**config.mk**
```make
export PLATFORM = sky130hd
export DESIGN_NAME = mac512_result_unloader
export DESIGN_NICKNAME = d
export VERILOG_FILES = /design/src/rtl/mac512_result_unloader.sv
export SDC_FILE = /design/constraint.sdc
export NUM_CORES = 1
export LEC_CHECK = 0
export CAP_MARGIN = 5
export CORE_MARGIN = 4
export CORE_UTILIZATION = 30
export DETAILED_ROUTE_END_ITERATION = 10
export PLACE_DENSITY = 0.53
export SLEW_MARGIN = 20
export SYNTH_ARGS = -nofsm -noshare
export SYNTH_HDL_FRONTEND = slang
export SYNTH_SLANG_ARGS = --single-unit
```
**constraint.sdc**
```tcl
create_clock -name clk -period 33.1 [get_ports clk]
set_input_delay 6.62 -clock clk [delete_from_list [all_inputs] [get_ports clk]]
set_output_delay 6.62 -clock clk [all_outputs]
set_load 0.03 [all_outputs]
```
**src/rtl/mac512_result_unloader.sv**
```systemverilog
// Result unloader: captures a wide MAC product and drains it LSW-first as
// narrow words over valid/ready, absorbing bus backpressure for the MAC.
module mac512_result_unloader #(
  parameter  int DATA_W    = 512,
  parameter  int WORD_W    = 32,
  localparam int NUM_WORDS = DATA_W / WORD_W,
  localparam int IDX_W     = (NUM_WORDS > 1) ? $clog2(NUM_WORDS) : 1
) (
  input  logic              clk,
  input  logic              rst,
  input  logic              in_valid,
  input  logic [DATA_W-1:0] in_data,
  output logic              in_ready,
  output logic              out_valid,
  input  logic              out_ready,
  output logic [WORD_W-1:0] out_data,
  output logic [IDX_W-1:0]  out_idx,
  output logic              out_last,
  output logic              overrun,
  output logic              busy
);

  typedef enum logic {IDLE, SEND} state_t;

  localparam logic [IDX_W-1:0] LAST_IDX = IDX_W'(NUM_WORDS - 1);

  state_t              state_q, state_d;
  logic [DATA_W-1:0]   hold_q, hold_d;
  logic [IDX_W-1:0]    idx_q, idx_d;
  logic                overrun_q, overrun_d;
  logic [WORD_W-1:0]   words [NUM_WORDS];
  logic                last_word;

  for (genvar gi = 0; gi < NUM_WORDS; gi++) begin : g_words
    assign words[gi] = hold_q[gi*WORD_W +: WORD_W];
  end

  // All outputs decode registered state; only in_ready looks at out_ready,
  // so a new product can slip in on the edge the last word leaves.
  assign last_word = (idx_q == LAST_IDX);
  assign out_valid = (state_q == SEND);
  assign busy      = (state_q == SEND);
  assign out_idx   = idx_q;
  assign out_last  = (state_q == SEND) && last_word;
  assign out_data  = words[idx_q];
  assign overrun   = overrun_q;
  assign in_ready  = (state_q == IDLE) || ((state_q == SEND) && last_word && out_ready);

  always_comb begin
    state_d   = state_q;
    hold_d    = hold_q;
    idx_d     = idx_q;
    overrun_d = overrun_q | (in_valid & ~in_ready);
    case (state_q)
      IDLE: begin
        if (in_valid) begin
          hold_d  = in_data;
          idx_d   = '0;
          state_d = SEND;
        end
      end
      SEND: begin
        if (out_ready) begin
          if (last_word) begin
            // Index returns to 0 whether we reload or go idle.
            idx_d = '0;
            if (in_valid) begin
              hold_d = in_data;
            end else begin
              state_d = IDLE;
            end
          end else begin
            idx_d = idx_q + IDX_W'(1);
          end
        end
      end
      default: state_d = IDLE;
    endcase
  end

  always_ff @(posedge clk or posedge rst) begin
    if (rst) begin
      state_q   <= IDLE;
      hold_q    <= '0;
      idx_q     <= '0;
      overrun_q <= 1'b0;
    end else begin
      state_q   <= state_d;
      hold_q    <= hold_d;
      idx_q     <= idx_d;
      overrun_q <= overrun_d;
    end
  end

endmodule

```
==> Word level (Yosys, flattened, before mapping) <==
Index checks and enable logic that the tools add are counted.
W data, S select, Z words.
{ "classes": {"add_sub_neg": 1, "magnitude_cmp": 1, "eq_ne": 4, "bitwise": 5, "n_reduce_logical": 5, "n_mux": 15} }
{ "op_table": {"columns": ["op", "n"], "rows": [
  ["$mux W512", 3],
  ["$pmux W512 S2", 1],
  ["$bmux W32 S4", 1],
  ["$mux W32", 2],
  ["$mux W4", 3],
  ["$pmux W4 S2", 1],
  ["$ge A5 B5 Y1 const B", 1],
  ["$not A4 Y5", 1],
  ["$add A4 B1 Y4 const B", 1],
  ["$eq A4 B4 Y1 const B", 1],
  ["$ne A2 B2 Y1 const B", 2],
  ["$reduce_and A2 Y1", 2],
  ["$mux W1", 3],
  ["$logic_and A1 B1 Y1", 2],
  ["$ne A2 B1 Y1 const B", 1],
  ["$not A1 Y1", 2],
  ["$pmux W1 S2", 1],
  ["$and A1 B1 Y1", 1],
  ["$logic_or A1 B1 Y1", 1],
  ["$or A1 B1 Y1", 1]
]} }
{ "totals": {"ff_bits": 518, "input_bits": 516, "out_inout_bits": 41} }

==> Logic depth before layout (Yosys ltp) <==
{ "logic_depth": {"ltp_word": 7, "depth_mapped": 7} }

==> Least setup slack after synthesis <==
OpenSTA, ideal clock, no wires.
{ "synth_path": {"kind": "input to output", "start": "input port out_ready", "end": "output port in_ready", "path_slack_ps": 19447, "arrival_ps": 7033, "path_stages": 2, "path_buffers": 0, "path_cell_list": "nand4_1 nand2_1"} }
{ "synth_via": {"elab_chain_len": 2} }
{ "synth_rtl": {"columns": ["item", "line_no", "text"], "rows": [
  ["start, declared", "15", "input logic out_ready,"],
  ["$logic_and A1 B1 Y1", "47", "assign in_ready = (state_q == IDLE) || ((state_q == SEND) && last_word && out_ready);"],
  ["$logic_or A1 B1 Y1", "47", null],
  ["end, declared", "13", "output logic in_ready,"]
]} }
Every way passes these cells.

==> Worst setup path in the final report <==
Ends and elaborated chain as after synthesis.

==> run metrics <==
run status complete, no violations; CTS Buffer Depth 3; Fin. Hold Viols 0; WP data required about 26 ns; fin area 31900 um2; R2R Setup Slk 28.29 ns; io pins 557; clock group share of total power 22.5%; crit path from out_ready; H-tree Lvls 2; Final Cycle Share ~45%; crit path time final 14.94 ns; clk root buf clkbuf_16; area delta synth->final 36.5%; die area 82400 um2; worst-margin pin slew slightly above 1 ns; drt drc 0; Crit Path Class input port to output port; warning count from the yosys run 0; mean post-synth cell area 15.6 um2; combinational family with the most area after synthesis multiplexers; nets 2541; total CTS buffers 60; Synth Cell Area 23400 um2; switch share 32.7%; simple-gate share of the synthesized area 0.364%; final WL between 70000 and 80000 um; Int Pwr 2.01 mW; number of flops mapped to enable cells by yosys 0; top-area cell type share of the netlist area 55.5%; first-pass GRT wire length 110000 um; most frequent cells in the layout mux2_2 (576), clkdlybuf4s50_1 (556), dfrtp_1 (514); worst-path maximum fanout 7; sequential area share after synthesis 55.5%; Initial Utilization 30.2%; Rel. slew slack 31.2%; CTS sink cnt 518; placed inst area 29800 um2; vias in the first global route roughly 17000; routed vias ~15000; final setup TNS 0 ns; ys async rst share 100%; clk_skew ~0.015 ns; grt total ovfl 0; Die Y 287 um; Cell Count, Final, Fillers Out 3126; Synth Area in Adders 0.0535%; final core occ 41.3%; Startpoint Class input port; Leak 13.2 nW; power density over the cells approximately 94 nW/um2; Synth cell types 27; Hold Crit Start hold_q[490]$_DFFE_PP0P_; Via density 4.81; Gate power share ~40%; R2R Path Start out_idx[1]$_DFFE_PP0P_; number of setup buffers added after CTS 0; final setup vio count 0; Net Switching 975 uW; GRT Overall Usage 17.7%; routed length on met2 about 36000 um; RSZ-0062 raised after global routing false; max layer used met5; Fmax achieved ~67 MHz; hold slack 0.500 ns; CTS tree done; Worst VDD drop 44.8 uV; sequential power share a little under two fifths; insertion delay to the later sink of the worst-skew pair 0.60 ns; cts hold-fix bufs 0; Syn Inst Count approximately 1500; Die Width 287 um; top post-synthesis cells by area dfrtp_1 (55%), mux2_2 (28%), mux4_2 (6.2%), mux2i_1 (2.7%), buf_4 (1.8%); #FFs+latches synth around 520; DR pass1 iterations 4; crit path capture type output port; most common cell after layout, fill and taps aside mux2_2; HP Class flop to flop; MaxCap Viol Count 0; hpwl dp around 53000 um; fin. max-slew vios 0; Synth area leader dfrtp_1; Avg WL per Cell 23.8 um; core area slightly below 80000 um2; # rows 102; number of placed instances, taps included 3002; PortBufs 556; ys flop type dfrtp_1; Initial DRC Count between 500 and 600; M1 WL 31800 um; gp weighted congestion slightly above 0.8; initial antenna violation count 36; crit path DAT 8.32 ns; xor/xnor share of the synthesized area 0%; Synth Area in Compound Gates 4.60%; post-route ant nets 0; largest net degree at the start of global routing 149; met3 routed WL 5230 um; number of gates resized after CTS 0; Worst-path clk slew 0.06 ns; fraction of layout cells with a size suffix above 1 37.3%; mux contribution to synthesized area 36.7%; Post-Syn Nets slightly above 2000
[synth_stat cells, types with 5 or more instances]
cell type,count
mux2_2,576
clkbuf_1,29
buf_2,25
a21o_1,32
a22o_1,32
mux4_2,64
mux2i_1,64
a221oi_1,32
buf_4,56
o22ai_1,32
nor2_1,5
dfrtp_1,518
[power by group through the flow]
| stage | clock network, mW | logic (mW) | registers (mW) |
|---|---|---|---|
| after detailed placement | 0 | 1.21 | 1.14 |
| after CTS | 0.697 | 1.22 | 1.13 |
| after global routing | 0.721 | 1.28 | 1.17 |
| after floorplan | 0 | 0.824 | 1.07 |
| after global placement | 0 | 1.19 | 1.12 |
| final | 0.672 | 1.19 | 1.12 |
[area by class of cell]
| class | instances | area [um2] |
|---|---|---|
| clock inverter | 20 | 234 |
| sequential | 518 | 13000 |
| antenna | 15 | 37.5 |
| clock buffer | 89 | 1780 |
| timing repair buffer | 579 | 5770 |
| fill | 7251 | 45400 |
| tap | 1040 | 1300 |
| multi-input combinational | 862 | 9780 |
| inverter | 3 | 18.8 |
[state kept, by name (all words and copies together) (netlist names)]
signal,flops
busy,1
hold_q,512
out_idx,4
overrun,1
[worst paths after layout]
path / endpoint / depth (start not counted)
setup / recovery: in_ready / 4
hold / removal: hold_q[490]$_DFFE_PP0P_ / 1
setup reg to reg: hold_q[346]$_DFFE_PP0P_ / 8
hold reg to reg: hold_q[490]$_DFFE_PP0P_ / 1
max in group asynchronous: hold_q[396]$_DFFE_PP0P_ / 4
min in group asynchronous: hold_q[322]$_DFFE_PP0P_ / 2
[critical path, stage by stage]
cell,delay (ns)
clkdlybuf4s50_1,0.60
nand4_1,0.21
nand2_1,0.20
clkdlybuf4s50_1,0.69
[per-stage QoR]
stage          setup WS, ns  power [mW]
4_1_cts               18.16        3.04
5_1_grt               18.08        3.17
3_5_place_dp          18.16        2.35
2_1_floorplan         12.01        1.89
6_report              18.16        2.98
3_3_place_gp          18.13        2.31
[layer usage]
layer  GRT usage [%]  up-vias
met1            22.7     7800
met2            29.1      380
li1                -     6699
met5               0        -
met4            4.36       34
met3            5.82      111
[kinds of logic (layout without fill, tap and decap cells)]
| logic type | count (synthesis) | count (layout) |
|---|---|---|
| AO/OA/AOI/OAI | 139 | 139 |
| multiplexers | 704 | 704 |
| flip-flops | 518 | 518 |
| other | 0 | 15 |
| AND/OR/NAND/NOR | 18 | 18 |
| adder cells (fa/ha/maj) | 1 | 1 |
| buffers and inverters | 114 | 691 |
(Power assumes the default switching activity.)
